## config.mk

```make
export PLATFORM = sky130hd
export DESIGN_NAME = key_event_ctrl
export DESIGN_NICKNAME = d
export VERILOG_FILES = /design/src/rtl/key_event_ctrl.sv
export SDC_FILE = /design/constraint.sdc
export NUM_CORES = 1
export LEC_CHECK = 0
export BUFFER_PORTS_ARGS = -buffer_cell sky130_fd_sc_hd__clkbuf_2
export CORE_ASPECT_RATIO = 1.75
export CORE_MARGIN = 5
export CORE_UTILIZATION = 66
export CTS_BUF_LIST = sky130_fd_sc_hd__clkbuf_4 sky130_fd_sc_hd__clkbuf_8
export DETAILED_ROUTE_END_ITERATION = 10
export PLACE_DENSITY = 0.85
export SYNTH_ARGS = -nofsm -noshare
export SYNTH_HDL_FRONTEND = slang
export SYNTH_SLANG_ARGS = --single-unit
```

## constraint.sdc

```tcl
create_clock -name clk -period 8.25 [get_ports clk]
set_clock_uncertainty 0.05 [all_clocks]
set_input_delay 1.65 -clock clk [delete_from_list [all_inputs] [get_ports clk]]
set_output_delay 1.65 -clock clk [all_outputs]
set_load 0.005 [all_outputs]
```

## src/rtl/key_event_ctrl.sv

```systemverilog
// Keypad front end: synchronise and debounce nine active-low keys, latch presses
// as pending events and deliver them highest-key-first over a valid/ready handshake.
module key_event_ctrl #(
  parameter int unsigned DEB_CYCLES = 4
) (
  input  logic       clk,
  input  logic       rst,
  input  logic [8:0] key_n,
  input  logic       clr,
  input  logic       code_ready,
  output logic       code_valid,
  output logic [3:0] key_code,
  output logic [8:0] pend,
  output logic       overflow
);

  localparam int unsigned N_KEYS = 9;
  localparam int unsigned CODE_W = 4;
  localparam int unsigned CNT_W  = 8;
  localparam logic [CNT_W-1:0] CNT_LAST = CNT_W'(DEB_CYCLES - 1);

  typedef enum logic {
    ST_IDLE    = 1'b0,
    ST_PRESENT = 1'b1
  } state_t;

  logic [N_KEYS-1:0] r_sync1;
  logic [N_KEYS-1:0] r_sync2;
  logic [N_KEYS-1:0] r_deb;
  logic [CNT_W-1:0]  r_cnt [N_KEYS];

  logic [N_KEYS-1:0] w_deb_nxt;
  logic [CNT_W-1:0]  w_cnt_nxt [N_KEYS];
  logic [N_KEYS-1:0] w_press;

  state_t            r_state;
  state_t            w_state_nxt;
  logic [CODE_W-1:0] r_sel;
  logic [CODE_W-1:0] w_sel_nxt;
  logic              r_valid;
  logic              w_valid_nxt;
  logic [CODE_W-1:0] r_code;
  logic [CODE_W-1:0] w_code_nxt;
  logic [N_KEYS-1:0] r_pend;
  logic [N_KEYS-1:0] w_pend_nxt;
  logic              r_overflow;
  logic              w_overflow_nxt;
  logic [N_KEYS-1:0] w_consume;
  logic [CODE_W-1:0] w_hi_idx;

  // Two-flop synchroniser and debounce state
  always_ff @(posedge clk or posedge rst) begin
    if (rst) begin
      r_sync1 <= '1;
      r_sync2 <= '1;
      r_deb   <= '1;
      for (int i = 0; i < N_KEYS; i++) r_cnt[i] <= '0;
    end else begin
      r_sync1 <= key_n;
      r_sync2 <= r_sync1;
      r_deb   <= w_deb_nxt;
      for (int i = 0; i < N_KEYS; i++) r_cnt[i] <= w_cnt_nxt[i];
    end
  end

  // A level must disagree with the debounced state for DEB_CYCLES cycles to take effect
  always_comb begin
    w_deb_nxt = r_deb;
    w_press   = '0;
    for (int i = 0; i < N_KEYS; i++) begin
      w_cnt_nxt[i] = '0;
      if (r_sync2[i] != r_deb[i]) begin
        if (r_cnt[i] == CNT_LAST) begin
          w_deb_nxt[i] = r_sync2[i];
          w_press[i]   = r_deb[i];
        end else begin
          w_cnt_nxt[i] = r_cnt[i] + CNT_W'(1);
        end
      end
    end
  end

  always_comb begin
    w_hi_idx = '0;
    for (int i = 0; i < N_KEYS; i++) begin
      if (r_pend[i]) w_hi_idx = CODE_W'(i);
    end
  end

  // Event FSM state and registered outputs
  always_ff @(posedge clk or posedge rst) begin
    if (rst) begin
      r_state    <= ST_IDLE;
      r_sel      <= '0;
      r_valid    <= 1'b0;
      r_code     <= '0;
      r_pend     <= '0;
      r_overflow <= 1'b0;
    end else begin
      r_state    <= w_state_nxt;
      r_sel      <= w_sel_nxt;
      r_valid    <= w_valid_nxt;
      r_code     <= w_code_nxt;
      r_pend     <= w_pend_nxt;
      r_overflow <= w_overflow_nxt;
    end
  end

  always_comb begin
    w_state_nxt    = r_state;
    w_sel_nxt      = r_sel;
    w_valid_nxt    = r_valid;
    w_code_nxt     = r_code;
    w_consume      = '0;
    w_pend_nxt     = r_pend;
    w_overflow_nxt = r_overflow;

    case (r_state)
      ST_IDLE: begin
        w_valid_nxt = 1'b0;
        if (|r_pend) begin
          w_sel_nxt   = w_hi_idx;
          w_code_nxt  = w_hi_idx + CODE_W'(1);
          w_valid_nxt = 1'b1;
          w_state_nxt = ST_PRESENT;
        end
      end
      ST_PRESENT: begin
        w_valid_nxt = 1'b1;
        if (code_ready) begin
          w_consume   = N_KEYS'(1) << r_sel;
          w_valid_nxt = 1'b0;
          w_state_nxt = ST_IDLE;
        end
      end
      default: w_state_nxt = ST_IDLE;
    endcase

    // A press on the consuming edge re-arms the flag instead of overflowing
    w_pend_nxt     = (r_pend & ~w_consume) | w_press;
    w_overflow_nxt = r_overflow | (|(w_press & r_pend & ~w_consume));

    if (clr) begin
      w_pend_nxt     = '0;
      w_overflow_nxt = 1'b0;
      w_valid_nxt    = 1'b0;
      w_state_nxt    = ST_IDLE;
    end
  end

  assign code_valid = r_valid;
  assign key_code   = r_code;
  assign pend       = r_pend;
  assign overflow   = r_overflow;

endmodule

```

After elaboration in Yosys (flattened, before gate mapping)
Cells that the tools add are included.
Storage, ports and cells
  register bits: 118
  input bits: 13
  output and inout bits: 15
  logic and storage cells: 125
Operators by class
  $add $sub $neg: 10
  equality and inequality tests: 18
  shifts and indexed selects: 1
  muxes and demuxes: 52
  bitwise gates (word level): 7
  reductions and logical operators: 12
Operators with widths (number)
  8-bit 2-to-1 mux: 18
  8-bit by 1-bit adder with 8-bit output (second input constant): 9
  8-bit by 2-bit == test with 1-bit output (second input constant): 9
  4-bit 2-to-1 mux: 7
  9-bit bitwise AND: 3
  9-bit 2-to-1 mux: 3
  1-bit 2-to-1 mux: 23
  2-bit AND reduction: 10
  9-bit OR reduction: 2
  1-bit != test: 9
  9-bit NOT: 1
  9-bit OR: 1
  1-bit by 4-bit left shift with 9-bit output (first input constant): 1
  4-bit by 1-bit adder with 4-bit output (second input constant): 1
  1-bit case mux with 2 select lines: 1
  1-bit NOT: 1
  1-bit OR: 1

Depth between registers and ports, before layout
Gate-level depths: netlist of run 1.
  depth after elaboration: 9
  depth in mapped cells: 8
  mapped depth without buffers: 8

Worst setup path after synthesis of run 1
No wires, ideal clock.
  path kind: input -> register
  from: input port code_ready
  to: register r_overflow, in the netlist overflow
  setup time: 0.078 ns
  data arrival time: 2.598 ns
  required time: 8.122 ns
  slack: 5.524 ns
  stages: 5
  buffers on the path: 0
  cell sequence: nand4b_1 > o21ai_0 > or4b_1 > o211a_1 > a21oi_1
Between the ends
  word-level cells in the longest chain between the ends: 7
RTL lines
  start, declared: RTL line 10  | input logic code_ready,
  9-bit 2-to-1 mux: RTL line 130  | if (code_ready) begin
  9-bit 2-to-1 mux: RTL line 118  | case (r_state)
  9-bit NOT: RTL line 141  | w_overflow_nxt = r_overflow | (|(w_press & r_pend & ~w_consume));
  9-bit bitwise AND: RTL line 141
  9-bit OR reduction: RTL line 141
  1-bit OR: RTL line 141
  1-bit 2-to-1 mux: RTL line 143  | if (clr) begin
  named net w_overflow_nxt: RTL line 47  | logic w_overflow_nxt;
  end signal, assigned: RTL line 105  | r_overflow <= w_overflow_nxt;
  end, declared: RTL line 46  | logic r_overflow;
The timed path passes the listed nets, and every way through them passes these cells.
A chain may end at the register's enable or synchronous reset.

Worst setup path after layout of run 1
  from: register r_pend[8], in the netlist pend[8]
  to: output port pend[8]
RTL lines
  start, declared: RTL line 44  | logic [N_KEYS-1:0] r_pend;
  start signal, assigned: RTL line 104  | r_pend <= w_pend_nxt;
  end, declared: RTL line 13  | output logic [8:0] pend,
No word-level cell between the ends.

==> results of run 1 <==
==> cells in the final DEF (no fill, tap or decap), drive strengths merged, types with 11 or more instances in the layout <==
cell type	count
nor4	11
dfrtp	91
dfstp	27
xor2	45
xnor2	19
a21oi	14
nand2	13
clkbuf	56
mux2	13
o21ai	11
nor2	74
and3	24
nand3	46
==> flip-flops by register name, summed over array words and instances, names as in the netlist <==
register	flops
code_valid	1
key_code	4
overflow	1
pend	9
r_cnt	72
r_deb	9
r_sel	4
r_sync1	9
r_sync2	9
==> power groups by stage <==
stage | sequential, mW | clock [mW] | combinational, mW
floorplan | 0.779 | 0 | 0.248
global placement | 0.796 | 0 | 0.306
detailed placement | 0.803 | 0 | 0.319
CTS | 0.794 | 0.516 | 0.322
global route | 0.809 | 0.543 | 0.361
finish | 0.796 | 0.502 | 0.316
==> routing by layer <==
metal  global-route usage [%]  share of wire [%]
met2                    36.06                 55
met1                    22.44                 39
met3                    7.376                3.7
met4                    8.445                2.5
met5                        0                  0
==> cells by family after synthesis <==
group / Yosys count / synth area share, %
buffers and inverters: 8 / 0.8072
DFF: 118 / 58.39
adders and majority gates: 10 / 2.446
and+or+nand+nor: 207 / 20.72
muxes: 13 / 3.082
xor gates and xnor gates: 64 / 10.96
AOI/OAI and AO/OA: 33 / 3.596
==> worst paths after layout <==
check / to / slack, ns
setup / recovery: pend[8] / 5.42
hold reg to reg: r_sync2[2] / 0.30
max in group asynchronous: r_cnt[28] / 5.64
setup reg to reg: key_code[0] / 6.25
hold / removal: r_sync2[2] / 0.30
min in group asynchronous: r_cnt[48] / 1.14
==> cells in the mapped netlist (3+ instances only) <==
master and count:
nor2b_1 6, mux2_2 10, nor4_1 11, mux2_4 3, dfrtp_1 91, o22ai_1 3, dfstp_2 27, nand2_1 13
nand3_1 46, xor2_1 45, o21ai_0 11, inv_1 4, and2_1 10, nand4b_1 4, a21oi_1 14, ha_1 10
nand4_1 5, xnor2_1 19, nor2_1 74, and3_1 24
==> cell type report <==
class / instances / area, µm²
Clock buffer: 29 / 355.3
Tap cell: 88 / 110.1
Fill cell: 519 / 1828
Inverter: 4 / 17.52
Sequential cell: 118 / 2987
Clock inverter: 3 / 40.04
Multi-Input combinational cell: 327 / 2087
Timing Repair Buffer: 28 / 142.6
==> stage by stage <==
step                      area [µm²]  std cells
after floorplan                 5115        453
after global placement          5344        565
after detailed placement        5344        565
after CTS                       5739        597
after global routing            5739        597
final                           5739        597
==> metrics.txt, run 1 <==
outcome=completed; Area Growth Syn to Fin=12.21%; clk sinks=118; fin crit share=about a third; vias per inst=5.789; sw frac=a little under 30%; vias in the first global route=between 3,000 and 4,000; Ports=28; CTS tree=done; Worst setup startpoint=pend[8]; P_leak=approximately 2.7 nW; largest net degree at the start of global routing=90; CP Class=reg -> out; ys async rst share=100.0%; initial antenna violation count=0; Pint=1.140 mW; Final Max Tran Viols=0; Worst-path clk slew=0.06 ns; Horiz. Die Dim=76.55 µm; register bit total from synthesis=118; Post-Syn Nets=between 400 and 500; Setup crit end kind=output pin; hpwl dp=6623 µm; Fin. Hold Viols=0; n_diodes=0; Die Y=approximately 130 µm; share of cells above drive strength 1=roughly a fifth; 1st-iter DRT viols=~160; WHS Path Cells=0; worst hold path class=reg -> reg; slew margin rel.=between 30 and 40%; Routed Antenna Nets=0; Final Util=75.84%; maximum clock insertion buffer count=2; R2R depth=5; sw power=approximately 0.47 mW; global route overflow=0; Vias=3,456; total negative slack=0 ns; Combinational Power Share=between 10% and 20%; WP data arrival=roughly 1.1 ns; maxcap violations=0; total CTS buffers=17; die area=a little under 10,000 µm²; count of flip-flops with a built-in enable after synthesis=0; Routed WL=around 9300 µm; Levels on crit path=1; Max IR drop VDD=0.2200 mV; Clk pwr share=31.1%; final setup fails=0; PnR worst setup slack=~5.4 ns; wire per inst=roughly 16 µm; Tmin final=between 2 and 3 ns; Mean Syn Cell Area=11.29 µm²; gate count of the mapped netlist=about 450; Yosys top cell by area=dfrtp_1; CP required=6.55 ns; Root Driver=clkbuf_8; Power Density=281.3 nW/µm²; drt drc=0; overall power=1.614 mW; synth warn=0; predominant post-synthesis flop cell=dfrtp_1; CP startpoint kind=flop; Cell Rows=42; GPL Wtd Cong=approximately 0.93; smallest hold slack=roughly 0.30 ns; Total GRT Usage=around 21%; first-pass GRT wire length=between 15,000 and 20,000 µm; Port-buffer cells=27; CP Buf/Inv Count=1; Clock Latency Late Sink=0.42 ns; DP Worst Slack=5.093 ns; R2R Path Start=pend[7]; Max H-tree Level=4; initial core utilization=67.59%; Crit-path slowest cell=dfrtp_1; Hold Buf Count CTS=0; TritonRoute pass-1 iters=4; Worst-Margin Slew=1.045 ns; CP peak stage delay=between 0.5 and 0.6 ns; share of the synthesized area in the top cell type=between 40% and 50%; CP top delay family=flip-flops; Flop pwr share=roughly half; Cell variety after synth=37; sequential cell area fraction in the yosys report=between 50% and 60%; nets=between 500 and 600; mapped cell area=5115 µm²; worst-path fanout max=9; core area=7567 µm²; Peak Freq=between 300 and 400 MHz; Resize count post-CTS=0; HP Start=r_sync1[2]; RSZ-0062 raised after global routing=false; synth top area cells=dfrtp_1, dfstp_2, xor2_1; # Post-CTS Setup Buffers=0; CP Cell Sequence=clkbuf_2
Note: power is estimated with default switching activity, not from simulation.
==> run 2, diff against run 1 <==
--- a/config.mk
+++ b/config.mk
@@ -8,10 +8,10 @@
 export BUFFER_PORTS_ARGS = -buffer_cell sky130_fd_sc_hd__clkbuf_2
 export CORE_ASPECT_RATIO = 1.75
 export CORE_MARGIN = 5
-export CORE_UTILIZATION = 66
+export CORE_UTILIZATION = 57
 export CTS_BUF_LIST = sky130_fd_sc_hd__clkbuf_4 sky130_fd_sc_hd__clkbuf_8
 export DETAILED_ROUTE_END_ITERATION = 10
-export PLACE_DENSITY = 0.85
+export PLACE_DENSITY = 0.78
 export SYNTH_ARGS = -nofsm -noshare
 export SYNTH_HDL_FRONTEND = slang
 export SYNTH_SLANG_ARGS = --single-unit
==> constraint.sdc (replaced) <==
create_clock -name clk -period 2.3 [get_ports clk]
set_clock_uncertainty 0.05 [all_clocks]
set_input_delay 0.46 -clock clk [delete_from_list [all_inputs] [get_ports clk]]
set_output_delay 0.46 -clock clk [all_outputs]
set_load 0.005 [all_outputs]
==> metrics.txt, run 2 (synthesis gave the netlist of run 1 again) <==
outcome=completed; Min-Delay Endpoint=r_sync1[7]; drt drc=0; Total GRT Usage=18.94%; sw frac=about 29%; Placed Cells=between 500 and 600; Clk pwr share=33.2%; RSZ-0062 raised after global routing=false; n_diodes=0; R2R depth=4; Largest Register=r_cnt; # Post-CTS Setup Buffers=0; Worst-path clk slew=about 0.070 ns; P_leak=approximately 2.7 nW; worst r2r dst=key_code[1]; CP startpoint kind=flop; hpwl dp=approximately 6300 µm; 1st-iter DRT viols=152; Flop pwr share=~48%; R2R setup slack=roughly 0.4 ns; Fillers=~650; initial antenna violation count=0; Final Max Tran Viols=0; HP Start=key_n[7]; Power Density=between 1000 and 1500 nW/µm²; Root Driver=clkbuf_8; Pint=approximately 4.2 mW; share of cells above drive strength 1=between 20% and 30%; wire per inst=around 14 µm; Routed WL=about 9000 µm; GPL Wtd Cong=about 0.93; smallest hold slack=around 0.056 ns; WP data arrival=approximately 2.2 ns; worst-path fanout max=11; sw power=1.731 mW; initial core utilization=about three fifths; leading cell types in the layout, fill and taps excluded=dfrtp_1, nor2_1, nand3_1; maximum clock insertion buffer count=2; vias in the first global route=about 3,600; Clock Latency Late Sink=0.43 ns; die area=11,040 µm²; largest net degree at the start of global routing=about 120; final setup fails=0; Port-buffer cells=27; Cell Rows=45; clk sinks=118; post-route non-filler standard cell count=626; Combinational Power Share=18.9%; commonest non-fill, non-tap cell in the layout=dfrtp_1; R2R Path Start=pend[7]; max reg flops=72; core area=about 8700 µm²; Setup crit end kind=flop; nets=about 520; vias per inst=5.522; fin crit share=between 80% and 90%; Max IR drop VDD=roughly 0.53 mV; total CTS buffers=17; TritonRoute pass-1 iters=4; Peak Freq=roughly 530 MHz; CP Class=reg -> reg; Ports=28; Hold Buf Count CTS=0; global route overflow=0; Resize count post-CTS=0; Max H-tree Level=4; slew margin rel.=46.45%; worst hold path class=in -> reg; Worst-Margin Slew=around 0.80 ns; Die Y=135.3 µm; CTS tree=done; Vias=around 3,500; Fin. Hold Viols=0; Routed Antenna Nets=0; first-pass GRT wire length=~16,000 µm; WHS Path Cells=1; Area Growth Syn to Fin=13.89%; Horiz. Die Dim=81.61 µm; total negative slack=0 ns; CP required=2.56 ns; Tmin final=1.903 ns; maxcap violations=0
[run 2: cell count changes in the layout (fill, tap and decap cells not counted)]
cell,before,now
clkinv_2,2,3
bufinv_16,1,3
buf_12,0,1
clkbuf_4,7,3
buf_4,1,0
clkinvlp_4,0,3
inv_4,1,0
clkbuf_8,22,21
[run 2: critical path, stage by stage (launching register included)]
cell and delay (ns):
dfrtp_1 0.45, or4_4 0.58, nor3_2 0.17, nor2_1 0.20
mux2_4 0.35
[run 2: through the flow]
step	instance area, µm²	util (%)	worst slack (ns)	total power [mW]
floorplan	5119	-	0.3707	3.686
global placement	5394	61.81	0.4692	3.957
CTS	5826	66.75	0.4051	6.032
finish	5826	66.75	0.3973	5.959
global route	5826	66.75	0.2888	6.354
detailed placement	5394	61.81	0.4214	4.020
[run 2: layer usage]
layer	vias to the layer above	track usage [%]	routed length [µm]
met5	-	0	0
met4	0	10.91	316
met3	21	6.258	420
met2	76	30.81	4774
met1	1708	21.34	3492
li1	1652	-	-
[run 2: area by class of cell]
| cell class | instances | area, µm² | area share (%) |
|---|---|---|---|
| flip-flops and latches | 118 | 2987 | 51.27 |
| clock inverters | 8 | 120.1 | 2.062 |
| multi-input cells | 327 | 2087 | 35.82 |
| well taps | 117 | 146.4 | 2.513 |
| inverters | 4 | 18.77 | 0.3222 |
| clock buffers | 24 | 311.5 | 5.348 |
| repair buffers | 28 | 155.1 | 2.663 |
[run 2: worst max-delay path by stage]
stage / start / slack, ns / to
after floorplan: rst / 0.37 / code_valid
after global placement: pend[7] / 0.47 / r_sel[3]
after detailed placement: pend[7] / 0.42 / r_sel[3]
after CTS: pend[7] / 0.41 / key_code[1]
after global routing: pend[7] / 0.29 / r_sel[3]
final: pend[7] / 0.40 / key_code[1]
[run 2: power groups by stage]
stage	clock (mW)	sequential [mW]	combinational [mW]
floorplan	0	2.79	0.891
global placement	0	2.86	1.10
detailed placement	0	2.88	1.14
CTS	2.03	2.85	1.15
global route	2.12	2.92	1.31
finish	1.98	2.85	1.13
